`src/rtl/gpio_cmd_sequencer.sv`:
```
// GPIO command decoder driving the convolution control FSM.
// Toggle-paced commands in, status/read-back word with ack out.
module gpio_cmd_sequencer #(
   parameter int NB_GPIO  = 32,
   parameter int NB_IMAGE = 10,
   parameter int NB_DATA  = 8,
   parameter int NB_COEF  = 8,
   parameter int RD_LAT   = 2
) (
   input  logic                 i_CLK,
   input  logic                 i_reset,
   input  logic [NB_GPIO-1:0]   i_gpio_cmd,
   input  logic                 i_EoP,
   input  logic [NB_DATA-1:0]   i_rdData,
   output logic [NB_GPIO-1:0]   o_gpio_status,
   output logic                 o_fsm_reset,
   output logic                 o_load,
   output logic                 o_SoP,
   output logic                 o_valid,
   output logic [NB_IMAGE-1:0]  o_imgLength,
   output logic [NB_DATA-1:0]   o_wrData,
   output logic [9*NB_COEF-1:0] o_kernel
);

   typedef enum logic [1:0] {
      IDLE = 2'b00,
      LOAD = 2'b01,
      PROC = 2'b10,
      READ = 2'b11
   } state_t;

   localparam logic [2:0] OP_NOP     = 3'b000;
   localparam logic [2:0] OP_RST     = 3'b001;
   localparam logic [2:0] OP_SET_LEN = 3'b010;
   localparam logic [2:0] OP_KERNEL  = 3'b011;
   localparam logic [2:0] OP_PHASE   = 3'b100;
   localparam logic [2:0] OP_PIXEL   = 3'b101;
   localparam logic [2:0] OP_PROCESS = 3'b110;
   localparam logic [2:0] OP_READ    = 3'b111;

   localparam int ROW_W = 3 * NB_COEF;
   localparam int CNT_W = (RD_LAT > 1) ? $clog2(RD_LAT) : 1;

   state_t stateQ, stateNxt;

   logic             togQ, togD;
   logic             busyQ, busyD;
   logic [CNT_W-1:0] cntQ, cntD;
   logic             errQ, errD;
   logic             ackQ, ackD;
   logic             eopQ;
   logic [NB_DATA-1:0] rdDataQ, rdDataD;

   logic                 loadD, sopD, validD, fsmResetD;
   logic [NB_IMAGE-1:0]  lenD;
   logic [NB_DATA-1:0]   wrDataD;
   logic [9*NB_COEF-1:0] kernelD;

   logic [2:0] opcode;
   logic       cmdTog;
   logic [1:0] row;
   logic       cmdNew;
   logic       legal;
   logic       exec;
   logic       unusedBits;

   assign opcode     = i_gpio_cmd[NB_GPIO-1 -: 3];
   assign cmdTog     = i_gpio_cmd[NB_GPIO-4];
   assign row        = i_gpio_cmd[25:24];
   assign unusedBits = ^i_gpio_cmd[27:26];

   // RST may break into a pending read; everything else waits for busy to drop
   assign cmdNew = (cmdTog != togQ) && (!busyQ || opcode == OP_RST);
   assign exec   = cmdNew && legal;

   always_comb begin
      legal = 1'b0;
      case (opcode)
         OP_NOP:     legal = 1'b1;
         OP_RST:     legal = 1'b1;
         OP_SET_LEN: legal = (stateQ == IDLE);
         OP_KERNEL:  legal = (stateQ == IDLE) && (row != 2'd3);
         OP_PHASE:   legal = i_gpio_cmd[0] ? (stateQ == IDLE)
                                           : (stateQ == LOAD || stateQ == READ);
         OP_PIXEL:   legal = (stateQ == LOAD);
         OP_PROCESS: legal = (stateQ == IDLE);
         OP_READ:    legal = (stateQ == READ);
         default:    legal = 1'b0;
      endcase
   end

   always_ff @(posedge i_CLK or posedge i_reset) begin
      if (i_reset) stateQ <= IDLE;
      else         stateQ <= stateNxt;
   end

   always_comb begin
      stateNxt = stateQ;
      if (stateQ == PROC && i_EoP) stateNxt = READ;
      if (exec) begin
         case (opcode)
            OP_RST:     stateNxt = IDLE;
            OP_PHASE:   stateNxt = i_gpio_cmd[0] ? LOAD : IDLE;
            OP_PROCESS: stateNxt = PROC;
            default:    ;
         endcase
      end
   end

   always_comb begin
      togD      = togQ;
      busyD     = busyQ;
      cntD      = cntQ;
      errD      = errQ;
      ackD      = ackQ;
      rdDataD   = rdDataQ;
      loadD     = o_load;
      sopD      = o_SoP;
      validD    = 1'b0;
      fsmResetD = 1'b0;
      lenD      = o_imgLength;
      wrDataD   = o_wrData;
      kernelD   = o_kernel;

      // read completes RD_LAT edges after the o_valid pulse edge
      if (busyQ) begin
         if (cntQ == CNT_W'(RD_LAT - 1)) begin
            busyD   = 1'b0;
            rdDataD = i_rdData;
            ackD    = togQ;
         end else begin
            cntD = cntQ + 1'b1;
         end
      end

      if (stateQ == PROC && i_EoP) sopD = 1'b0;

      if (cmdNew) begin
         togD = cmdTog;
         if (!(exec && opcode == OP_READ)) ackD = cmdTog;
         if (!legal) errD = 1'b1;
      end

      if (exec) begin
         case (opcode)
            OP_RST: begin
               fsmResetD = 1'b1;
               loadD     = 1'b0;
               sopD      = 1'b0;
               validD    = 1'b0;
               errD      = 1'b0;
               busyD     = 1'b0;
               rdDataD   = rdDataQ;
            end
            OP_SET_LEN: lenD = i_gpio_cmd[NB_IMAGE-1:0];
            OP_KERNEL: begin
               for (int r = 0; r < 3; r++) begin
                  if (row == 2'(r))
                     kernelD[r*ROW_W +: ROW_W] = i_gpio_cmd[ROW_W-1:0];
               end
            end
            OP_PHASE: loadD = i_gpio_cmd[0];
            OP_PIXEL: begin
               wrDataD = i_gpio_cmd[NB_DATA-1:0];
               validD  = 1'b1;
            end
            OP_PROCESS: sopD = 1'b1;
            OP_READ: begin
               validD = 1'b1;
               busyD  = 1'b1;
               cntD   = '0;
            end
            default: ;
         endcase
      end
   end

   always_ff @(posedge i_CLK or posedge i_reset) begin
      if (i_reset) begin
         togQ        <= 1'b0;
         busyQ       <= 1'b0;
         cntQ        <= '0;
         errQ        <= 1'b0;
         ackQ        <= 1'b0;
         eopQ        <= 1'b0;
         rdDataQ     <= '0;
         o_load      <= 1'b0;
         o_SoP       <= 1'b0;
         o_valid     <= 1'b0;
         o_fsm_reset <= 1'b0;
         o_imgLength <= '0;
         o_wrData    <= '0;
         o_kernel    <= '0;
      end else begin
         togQ        <= togD;
         busyQ       <= busyD;
         cntQ        <= cntD;
         errQ        <= errD;
         ackQ        <= ackD;
         eopQ        <= i_EoP;
         rdDataQ     <= rdDataD;
         o_load      <= loadD;
         o_SoP       <= sopD;
         o_valid     <= validD;
         o_fsm_reset <= fsmResetD;
         o_imgLength <= lenD;
         o_wrData    <= wrDataD;
         o_kernel    <= kernelD;
      end
   end

   assign o_gpio_status = {ackQ, stateQ, errQ, eopQ,
                           {(NB_GPIO-5-NB_DATA){1'b0}}, rdDataQ};

endmodule

```
`config.mk`:
```
export PLATFORM = sky130hd
export DESIGN_NAME = gpio_cmd_sequencer
export DESIGN_NICKNAME = d
export VERILOG_FILES = /design/src/rtl/gpio_cmd_sequencer.sv
export SDC_FILE = /design/constraint.sdc
export NUM_CORES = 1
export LEC_CHECK = 0
export CORE_UTILIZATION = 39
export CTS_CLUSTER_DIAMETER = 100
export CTS_CLUSTER_SIZE = 14
export DETAILED_ROUTE_END_ITERATION = 10
export PLACE_DENSITY = 0.74
export SYNTH_ARGS = -nofsm -noshare
export SYNTH_HDL_FRONTEND = slang
export SYNTH_SLANG_ARGS = --single-unit
```
`constraint.sdc`:
```
create_clock -name i_CLK -period 6 [get_ports i_CLK]
set_clock_uncertainty 0.2 [all_clocks]
set_input_delay 1.5 -clock i_CLK [delete_from_list [all_inputs] [get_ports i_CLK]]
set_output_delay 1.5 -clock i_CLK [all_outputs]
set_load 0.03 [all_outputs]
```
Yosys cells after proc, flatten, opt, wreduce, memory -nomap -nowiden
Cells that the tools add are included.
{ "totals": {"out_inout_bits": 126, "register_bits": 110, "inputBits": 43} }
{ "op_classes": {"n_mux": 34, "add_sub_neg": 1, "reduce_logical": 21, "n_eq_ne": 15} }
{ "ops": {"columns": ["operator", "n"], "rows": [
  ["$mux 8", 4],
  ["$mux 1", 23],
  ["$eq 3x3->1 const B", 4],
  ["$reduce_and 3->1", 3],
  ["$eq 2x2->1 const B", 3],
  ["$eq 3x2->1 const B", 2],
  ["$pmux 1 s2", 3],
  ["$pmux 1 s6", 1],
  ["$pmux 2 s3", 1],
  ["$reduce_and 2->1", 3],
  ["$reduce_or 2->1", 3],
  ["$logic_and 1x1->1", 5],
  ["$eq 2x1->1 const B", 2],
  ["$logic_not 2->1", 2],
  ["$mux 2", 2],
  ["$ne 2x2->1 const B", 2],
  ["$eq 3x1->1 const B", 1],
  ["$logic_not 3->1", 1],
  ["$logic_or 1x1->1", 2],
  ["$reduce_bool 2->1", 1],
  ["$add 1x1->1 const B", 1],
  ["$logic_not 1->1", 1],
  ["$ne 1x1->1", 1]
]} }

Longest topological paths before layout
Gate-level depths: netlist of the first run.
{ "logic_depth": {"depth_word": 8, "ltp_mapped": 8} }

Worst setup path before layout of the first run
Ideal clock, no wire load.
{ "synth_timing": {"path_type": "input -> register", "from": "in i_gpio_cmd[29]", "to": "reg o_kernel[0]", "slack_ps": 2558, "n_path_buf": 2, "cell_stages": 7, "required_ps": 5675, "setup_time_ps": 125, "arrival_time_ps": 3117, "cell_sequence": "buf_6 -> nor3_2 -> o21a_4 -> nor2_8 -> a2111oi_4 -> buf_6 -> mux2_4"} }
{ "synth_via": {"elab_chain_cells": 5, "elab_cells_between_ends": 15, "classes_between": "eq/ne: 7; mux: 1; reduce/logical: 7"} }
{ "synth_rtl": {"columns": ["item", "line", "text"], "rows": [
  ["from (decl)", "12", "input logic [NB_GPIO-1:0] i_gpio_cmd,"],
  ["$eq 3x3->1 (tied with other cells)", "78", "case (opcode)"],
  ["$reduce_or 2->1 (no line) or $logic_or 1x1->1 (tied branches)", null, null],
  ["$pmux 1 s6 or $logic_and 1x1->1 (tied branches)", "78, 73", null],
  ["$logic_and 1x1->1", "74", "assign exec = cmdNew && legal;"],
  ["$reduce_and 3->1 (no line) *", null, null],
  ["to (signal assigned)", "208", "o_kernel <= kernelD;"],
  ["to (decl)", "22", "output logic [9*NB_COEF-1:0] o_kernel"]
]} }
Mark *: on every way between the ends. The rest lies on a longest branch, timed or not.
A chain may end at the register's enable or synchronous reset.

Worst setup path in the final report of the first run
{ "layout_timing": {"from": "in i_gpio_cmd[29]", "to": "reg o_kernel[25]"} }
Same word-level chain as after synthesis.

==> flow_metrics.py, run 1 <==
metrics = {
    "layout": {
        "seq_area_um2": 2750,
        "fin_nets": 500,
        "nFillCells": 1024,
        "multi_input_area_um2": 1820,
        "n_antenna_cell": 0,
        "utilization": 0.554,
        "syn_to_final_growth_pct": 38.3,
        "final_cells": 630,
        "drive_above_1_share": 0.277,
    },
    "pwr": {
        "p_sw_frac": 0.362,
        "leakage_nw": 2.96,
        "combPwrFrac": 0.442,
        "seqPwrFrac": 0.342,
        "p_int_mw": 2.16,
        "p_clk_frac": 0.216,
        "p_per_area_nw_per_um2": 506,
        "p_sw_mw": 1.23,
        "vdd_drop_max_v": 0.000198,
    },
    "hold_path": {
        "hp-class": "flip-flop to flip-flop",
        "min_path_cells": 1,
        "min_to": "rdDataQ[0]",
        "hp-start": "rdDataQ[0]",
    },
    "floorplan": {
        "design.core.area_um2": 12100,
        "die-width_um": 113,
        "dieHeight_um": 113,
        "die-area_um2": 12900,
        "rows": 40,
        "io_pins": 169,
        "start_util": 0.401,
    },
    "route": {
        "vias": 3005,
        "drtPass1Iterations": 4,
        "drt-total-wl_mm": 10.6,
        "drtIter0Drc": 92,
        "routedWlPerCell_um": 16.8,
        "drc": 0,
        "postRouteAntennaNets": 0,
        "vias_per_cell": 4.77,
    },
    "setup_path": {
        "crit_required_ns": 6.03,
        "path_class": "input port to flip-flop",
        "cp.arrival_ns": 4.45,
        "worstSetupEndpointType": "flip-flop",
        "reg2reg_depth": 6,
        "crit_path_start_kind": "input port",
        "worstReg2RegStart": "stateQ[0]",
        "worst_r2r_endpoint": "o_kernel[25]",
        "r2r_slack_ns": 2.92,
        "cp_max_fo": 14,
    },
    "clock_tree": {
        "post-cts-setup-buffers": 0,
        "clkSlewWorstSetupHoldPaths_ns": 0.07,
        "clock_latency_ns": 0.34,
        "cts_max_path_buffers": 2,
        "ctsRootBufferMaster": "clkbuf_16",
        "cts-resized-gates": 0,
        "cts_made_buffers": 9,
        "htree_levels": 3,
        "hold_buffers": 0,
        "clock_sinks": 110,
        "cts_tree": "yes",
    },
    "timing": {
        "rsz0062_at_grt": "no",
        "setup-tns-final_ns": 0,
        "fin_crit_sh": 0.737,
        "holdWs_ns": 0.307,
        "relSlewSlack": 0.338,
        "fmax_ghz": 0.226,
        "slew_viol_final": 0,
        "setup_viol": 0,
        "worst_pin_slew_ns": 0.991,
        "post-route-min-period_ns": 4.42,
        "hold_viol": 0,
    },
    "logic_synthesis": {
        "syn_inst": 312,
        "synth-seq-area-share": 0.569,
        "ys_warn_count": 0,
        "avgSynthCellArea_um2": 15.5,
        "ys_ff_latch": 110,
        "netlist_area_um2": 4840,
        "synth_cell_types": 45,
    },
    "grt": {
        "antenna_found_initial": 0,
        "grt_max_degree": 79,
        "track_usage": 0.173,
        "grt_pass1_wl_mm": 17.0,
        "grt_pass1_vias": 3118,
        "overflow": 0,
    },
    "placed_design": {
        "hpwl_mm": 7.31,
        "dp_cells": 614,
        "place.gp.congestion": 0.829,
        "place.port_buffers": 147,
    },
    "status": {
        "status": "finished, final reports clean",
    },
    "run": {
        "maxCapViolations": 0,
    },
}
[how the worst max path moves through the flow]
stage                    from      endpoint  slack, ns
2_1_floorplan         i_reset          ackQ       1.40
3_3_place_gp   i_gpio_cmd[29]  o_kernel[38]       1.22
3_5_place_dp   i_gpio_cmd[29]  o_kernel[31]       1.15
4_1_cts        i_gpio_cmd[29]  o_kernel[25]       1.53
5_1_grt        i_gpio_cmd[29]  o_kernel[30]       1.46
6_report       i_gpio_cmd[29]  o_kernel[25]       1.58
[per-layer routing]
layer  GRT usage  vias to the layer above  routed length, µm
li1            -                     1354                  -
met1       0.221                     1531               4680
met2       0.281                      107               5090
met3      0.0489                       13                654
met4      0.0658                        0                166
met5           0                        -                  0
[layout by cell type, fill, tap and decap left out, drive strengths merged, types with 3 or more instances in the layout]
master / count
clkbuf: 11
clkdlybuf4s50: 147
nand2b: 4
o21ai: 5
nor2: 9
a21oi: 3
bufinv: 4
buf: 4
dfrtp: 110
nand2: 6
nand3: 4
mux2: 99
nor4b: 3
inv: 5
conb: 19
[cells in the mapped netlist, drive strengths merged]
cell | number | area (µm²)
nor3b | 2 | 15.0
and2 | 1 | 6.26
and4 | 1 | 10.0
nor4 | 1 | 21.3
o311ai | 2 | 17.5
mux2 | 99 | 1260
a211oi | 1 | 7.51
o21ai | 5 | 25.0
nand4b | 2 | 17.5
nand2b | 4 | 25.0
nor3 | 2 | 15.0
nor4bb | 1 | 10.0
o31ai | 1 | 7.51
nor2b | 1 | 6.26
nand2 | 6 | 22.5
o31a | 1 | 8.76
a21oi | 3 | 26.3
nor4b | 3 | 41.3
o41ai | 1 | 8.76
o22ai | 1 | 6.26
nand4 | 2 | 12.5
o21a | 1 | 15.0
clkbuf | 1 | 3.75
nor2 | 9 | 50.1
mux2i | 2 | 20.0
xnor2 | 1 | 8.76
and3b | 1 | 8.76
dfrtp | 110 | 2750
inv | 4 | 15.0
a31oi | 1 | 6.26
nand3 | 4 | 20.0
a2111oi | 1 | 27.5
or4 | 1 | 11.3
buf | 34 | 312
conb | 1 | 3.75
a21o | 1 | 7.51
[critical path, stage by stage]
cell and delay [ns]:
clkdlybuf4s50_1 0.66, nor4bb_1 0.25, or4_4 0.57, nor2_8 0.23, a21o_1 0.66, buf_12 0.26
mux2_4 0.31
[sequential cells by signal, summed over array words and instances, names as in the netlist, 2 cells and up]
| register | cells |
|---|---|
| rdDataQ | 8 |
| o_imgLength | 10 |
| o_kernel | 72 |
| stateQ | 2 |
| o_wrData | 8 |
[stage by stage]
| step | cell area [µm²] | setup slack (ns) | power [mW] |
|---|---|---|---|
| detailed placement | 6320 | 1.15 | 2.67 |
| global route | 6690 | 1.46 | 3.54 |
| floorplan | 4900 | 1.40 | 2.06 |
| CTS | 6690 | 1.53 | 3.41 |
| finish | 6690 | 1.58 | 3.38 |
| global placement | 6320 | 1.22 | 2.63 |
[kinds of logic (layout without fill, tap and decap cells)]
family	Yosys count	after routing	share of synthesized area
and+or+nand+nor	41	41	0.0605
other	1	19	0.000775
xor gates and xnor gates	1	1	0.00181
AOI/OAI and AO/OA	19	19	0.0339
buffers and inverters	39	171	0.0683
muxes	101	101	0.266
DFF	110	110	0.569
[power groups by stage]
| stage | logic [mW] | clock network [mW] | registers (mW) |
|---|---|---|---|
| floorplan | 0.415 | 0 | 1.64 |
| global placement | 1.48 | 0 | 1.15 |
| detailed placement | 1.50 | 0 | 1.17 |
| CTS | 1.51 | 0.748 | 1.16 |
| global route | 1.56 | 0.783 | 1.19 |
| finish | 1.50 | 0.731 | 1.16 |
[cell type report]
cell class / instances / share of cell area
Clock buffer: 11 / 0.0363
Clock inverter: 5 / 0.0193
Inverter: 4 / 0.00262
Multi-Input combinational cell: 181 / 0.272
Sequential cell: 110 / 0.412
Tap cell: 168 / 0.0314
Timing Repair Buffer: 151 / 0.226
No activity file was read; power rests on OpenSTA's default activity.
==> run 2: changes to the inputs <==
clock period = 4.4 ns   (was 6 ns; I/O delays follow)
==> flow_metrics.py, run 2 (same netlist as run 1, synthesis figures left out) <==
metrics = {
    "status": {
        "status": "finished, final reports clean",
    },
    "route": {
        "drtPass1Iterations": 4,
        "vias_per_cell": 4.74,
        "routedWlPerCell_um": 16.6,
        "vias": 3008,
        "drc": 0,
        "drt-total-wl_mm": 10.6,
        "postRouteAntennaNets": 0,
        "drtIter0Drc": 130,
    },
    "placed_design": {
        "place.gp.congestion": 0.776,
        "place.port_buffers": 147,
        "post-place-ws_ns": 0.321,
        "hpwl_mm": 7.28,
    },
    "timing": {
        "fin_crit_sh": 0.835,
        "setup_viol": 0,
        "fmax_ghz": 0.272,
        "slew_viol_final": 0,
        "setup-tns-final_ns": 0,
        "hold_viol": 0,
        "rsz0062_at_grt": "no",
        "setup_slack_ns": 0.726,
        "relSlewSlack": 0.339,
        "worst_pin_slew_ns": 0.989,
        "holdWs_ns": 0.308,
        "post-route-min-period_ns": 3.67,
    },
    "layout": {
        "multi_input_area_um2": 1820,
        "seq_area_um2": 2750,
        "nFillCells": 981,
        "largest_register_ffs": 72,
        "syn_to_final_growth_pct": 37.7,
        "fin_nets": 505,
        "mostFrequentLayoutCell": "clkdlybuf4s50_1",
        "top_register": "o_kernel",
        "n_antenna_cell": 0,
        "final_cell_mix": "clkdlybuf4s50_1, dfrtp_1, mux2_2",
        "drive_above_1_share": 0.287,
        "reg_top3": "o_kernel x72, o_imgLength x10",
    },
    "pwr": {
        "p_clk_frac": 0.188,
        "vdd_drop_max_v": 0.000278,
        "leakage_nw": 2.95,
        "seqPwrFrac": 0.355,
        "p_sw_mw": 1.67,
        "power_mw": 4.46,
        "combPwrFrac": 0.457,
        "p_int_mw": 2.79,
        "p_per_area_nw_per_um2": 669,
        "p_sw_frac": 0.375,
    },
    "clock_tree": {
        "clock_latency_ns": 0.35,
        "post-cts-setup-buffers": 0,
        "htree_levels": 3,
        "cts_tree": "yes",
        "clkSlewWorstSetupHoldPaths_ns": 0.07,
        "clock_sinks": 110,
        "cts_made_buffers": 9,
        "ctsRootBufferMaster": "clkbuf_16",
        "cts_max_path_buffers": 2,
        "cts-resized-gates": 0,
        "hold_buffers": 0,
    },
    "grt": {
        "grt_pass1_wl_mm": 16.7,
        "grt_pass1_vias": 3080,
        "antenna_found_initial": 0,
        "overflow": 0,
        "track_usage": 0.171,
        "grt_max_degree": 58,
    },
    "floorplan": {
        "design.core.area_um2": 12100,
        "io_pins": 169,
        "die-area_um2": 12900,
        "die-width_um": 113,
        "rows": 40,
        "dieHeight_um": 113,
        "start_util": 0.401,
    },
    "run": {
        "maxCapViolations": 0,
    },
    "hold_path": {
        "hp-class": "flip-flop to flip-flop",
    },
    "setup_path": {
        "path_class": "input port to flip-flop",
        "worstPathCellList": "clkdlybuf4s50_1 > nor4b_1 > or4_4 > nor2_8 > a21oi_4 > mux2_2",
        "crit_required_ns": 4.43,
        "crit_path_start_kind": "input port",
        "worstSetupEndpointType": "flip-flop",
        "cpMaxStageDelayCell": "a21oi_4",
        "cpPeakStageDelay_ns": 0.78,
        "cp.arrival_ns": 3.70,
        "cp_max_fo": 24,
    },
}
## run 2: cell types whose count changed in the layout (fill, tap and decap cells not counted), sizes merged
cell      change
buf           +5
clkinv        +2
clkinvlp      +1
bufinv        -3
## run 2: area by class of cell
| cell class | instances | share of cell area |
|---|---|---|
| tap | 168 | 0.0315 |
| inverter | 4 | 0.00263 |
| clock inverter | 5 | 0.00845 |
| multi-input combinational | 181 | 0.273 |
| clock buffer | 11 | 0.0379 |
| timing repair buffer | 156 | 0.233 |
| sequential | 110 | 0.413 |
## run 2: through the flow
stage / area, µm² / cells / util
2_1_floorplan: 4900 / 330 / -
4_1_cts: 6660 / 635 / 0.552
3_5_place_dp: 6350 / 619 / 0.527
3_3_place_gp: 6350 / 619 / 0.527
5_1_grt: 6660 / 635 / 0.552
6_report: 6660 / 635 / 0.552
## run 2: path summary, 6_finish.rpt
| path | start | to | slack (ns) | cells past startpoint |
|---|---|---|---|---|
| hold / removal | o_imgLength[5] | o_imgLength[5] | 0.31 | 1 |
| setup reg to reg | stateQ[0] | o_kernel[50] | 1.70 | 5 |
| hold reg to reg | o_imgLength[5] | o_imgLength[5] | 0.31 | 1 |
| max in group asynchronous | i_reset | o_kernel[52] | 2.23 | 3 |
| setup / recovery | i_gpio_cmd[29] | o_kernel[50] | 0.73 | 6 |
| min in group asynchronous | i_reset | o_kernel[16] | 1.01 | 2 |
## run 2: metal layers
metal / wire (µm) / track usage / share of wire / vias to the layer above
li1: - / - / - / 1367
met1: 4650 / 0.220 / 0.44 / 1518
met2: 5100 / 0.275 / 0.48 / 113
met3: 638 / 0.0468 / 0.060 / 10
met4: 161 / 0.0719 / 0.015 / 0
met5: 0 / 0 / 0 / -
## run 2: power by group through the flow
stage                     Combinational [mW]  Clock [mW]  Sequential [mW]
after floorplan                        0.565           0             2.24
after global placement                  2.02           0             1.58
after detailed placement                2.05           0             1.60
after CTS                               2.06       0.860             1.59
after global routing                    2.13       0.905             1.63
final                                   2.04       0.839             1.58
## run 2: critical path, delay by kind of cell
kind / cells / cell delay [ns]
buf+inv: 1 / 0.67
simple gates: 3 / 0.71
compound gates: 1 / 0.78
mux: 1 / 0.43
==> run 3: changes to the inputs <==
PLACE_DENSITY = 0.76   (was 0.74)
clock period = 3.01 ns   (was 4.4 ns; I/O delays follow)
==> flow_metrics.py, run 3 (same netlist as run 1, synthesis figures left out) <==
metrics = {
    "layout": {
        "utilization": 0.573,
        "n_antenna_cell": 0,
        "largest_register_ffs": 72,
        "final_cells": 661,
        "mostFrequentLayoutCell": "clkdlybuf4s50_1",
        "nFillCells": 973,
        "multi_input_area_um2": 1850,
        "top_register": "o_kernel",
        "syn_to_final_growth_pct": 42.8,
        "final_cell_mix": "clkdlybuf4s50_1, dfrtp_1, mux2_2",
        "fin_nets": 531,
        "reg_top3": "o_kernel x72, o_imgLength x10",
        "seq_area_um2": 2750,
        "drive_above_1_share": 0.323,
    },
    "floorplan": {
        "start_util": 0.401,
        "dieHeight_um": 113,
        "design.core.area_um2": 12100,
        "die-area_um2": 12900,
        "io_pins": 169,
        "rows": 40,
        "die-width_um": 113,
    },
    "placed_design": {
        "dp_cells": 644,
        "place.gp.congestion": 0.771,
        "hpwl_mm": 7.88,
        "place.port_buffers": 147,
    },
    "grt": {
        "antenna_found_initial": 0,
        "grt_pass1_vias": 3320,
        "grt_pass1_wl_mm": 17.8,
        "grt_max_degree": 32,
        "overflow": 0,
        "track_usage": 0.182,
    },
    "route": {
        "vias_per_cell": 4.71,
        "drtIter0Drc": 99,
        "routedWlPerCell_um": 16.8,
        "drc": 0,
        "drtPass1Iterations": 4,
        "postRouteAntennaNets": 0,
        "vias": 3111,
        "drt-total-wl_mm": 11.1,
    },
    "timing": {
        "rsz0062_at_grt": "no",
        "fmax_ghz": 0.342,
        "worst_pin_slew_ns": 0.712,
        "hold_viol": 0,
        "setup_viol": 0,
        "slew_viol_final": 0,
        "relSlewSlack": 0.523,
        "post-route-min-period_ns": 2.93,
        "fin_crit_sh": 0.973,
    },
    "setup_path": {
        "path_class": "input port to flip-flop",
        "crit_required_ns": 3.04,
        "crit_path_start_kind": "input port",
        "worstSetupEndpointType": "flip-flop",
        "cp_max_fo": 14,
        "cp.arrival_ns": 2.96,
    },
    "clock_tree": {
        "clkSlewWorstSetupHoldPaths_ns": 0.07,
        "clock_sinks": 110,
        "cts_made_buffers": 9,
        "hold_buffers": 0,
        "ctsRootBufferMaster": "clkbuf_16",
        "clock_latency_ns": 0.35,
        "post-cts-setup-buffers": 0,
        "htree_levels": 3,
        "cts_max_path_buffers": 2,
        "cts_tree": "yes",
    },
    "status": {
        "status": "finished, final reports clean",
    },
    "hold_path": {
        "hp-class": "flip-flop to flip-flop",
    },
    "pwr": {
        "leakage_nw": 3.07,
        "vdd_drop_max_v": 0.000483,
        "p_per_area_nw_per_um2": 938,
    },
    "run": {
        "maxCapViolations": 0,
    },
}
## run 3: changes by cell type in the layout (fill, tap and decap cells not counted), moves of 2 or more
cell        change
buf_12          +5
buf_4          +18
buf_6           +2
clkbuf_1        +3
clkinvlp_4      +2
## run 3: cell type report
| class | instances | share of cell area |
|---|---|---|
| Clock buffer | 13 | 0.0362 |
| Multi-Input combinational cell | 182 | 0.267 |
| Timing Repair Buffer | 181 | 0.262 |
| Clock inverter | 3 | 0.00290 |
| Inverter | 4 | 0.00272 |
| Tap cell | 168 | 0.0304 |
| Sequential cell | 110 | 0.399 |
## run 3: worst paths after layout
path | cells past startpoint | to | from | slack [ns]
worst min register to register | 1 | rdDataQ[6] | rdDataQ[6] | 0.31
worst max register to register | 6 | o_kernel[28] | stateQ[0] | 0.41
worst min-delay path | 1 | rdDataQ[6] | rdDataQ[6] | 0.31
max in group asynchronous | 3 | o_imgLength[5] | i_reset | 1.38
worst max-delay path | 7 | o_kernel[28] | i_gpio_cmd[29] | 0.08
min in group asynchronous | 2 | o_kernel[62] | i_reset | 0.58
## run 3: metal layers
layer / vias up / wire length (µm) / global-route usage
li1: 1423 / - / -
met1: 1551 / 4640 / 0.216
met2: 118 / 5510 / 0.304
met3: 19 / 749 / 0.0685
met4: 0 / 211 / 0.0605
met5: - / 0 / 0
## run 3: report_power, final
group          internal (mW)  switching (mW)  total [mW]
Combinational           1.45            1.62        3.06
Clock                  0.584           0.518        1.10
Sequential              1.99           0.324        2.31
Total                   4.02            2.46        6.48
## run 3: stage by stage
step	power (mW)	hold WS, ns	TNS, ns	area (µm²)	setup WS (ns)
6_report	6.48	0.306	0	6910	0.0820
5_1_grt	6.78	0.318	0	6910	0.00194
4_1_cts	6.55	0.310	0	6890	0.0823
3_5_place_dp	5.40	0.294	-24.23	6610	-0.402
3_3_place_gp	5.32	0.290	-19.43	6610	-0.307
2_1_floorplan	4.10	0.314	0	4910	0.316
## run 3: repair_timing
| item | CTS | global route |
|---|---|---|
| resized for setup | 1 | 3 |
| pin swaps | 1 | 0 |
| cloned | 1 | 0 |
| setup endpoints to repair | 24 | 24 |
## run 3: worst max-delay path, cell delays in order
cell	delay, ns
clkdlybuf4s50_1	0.49
nor4bb_1	0.17
or4_4	0.58
nor2_8	0.21
a21o_2	0.22
buf_12	0.20
mux2_4	0.32
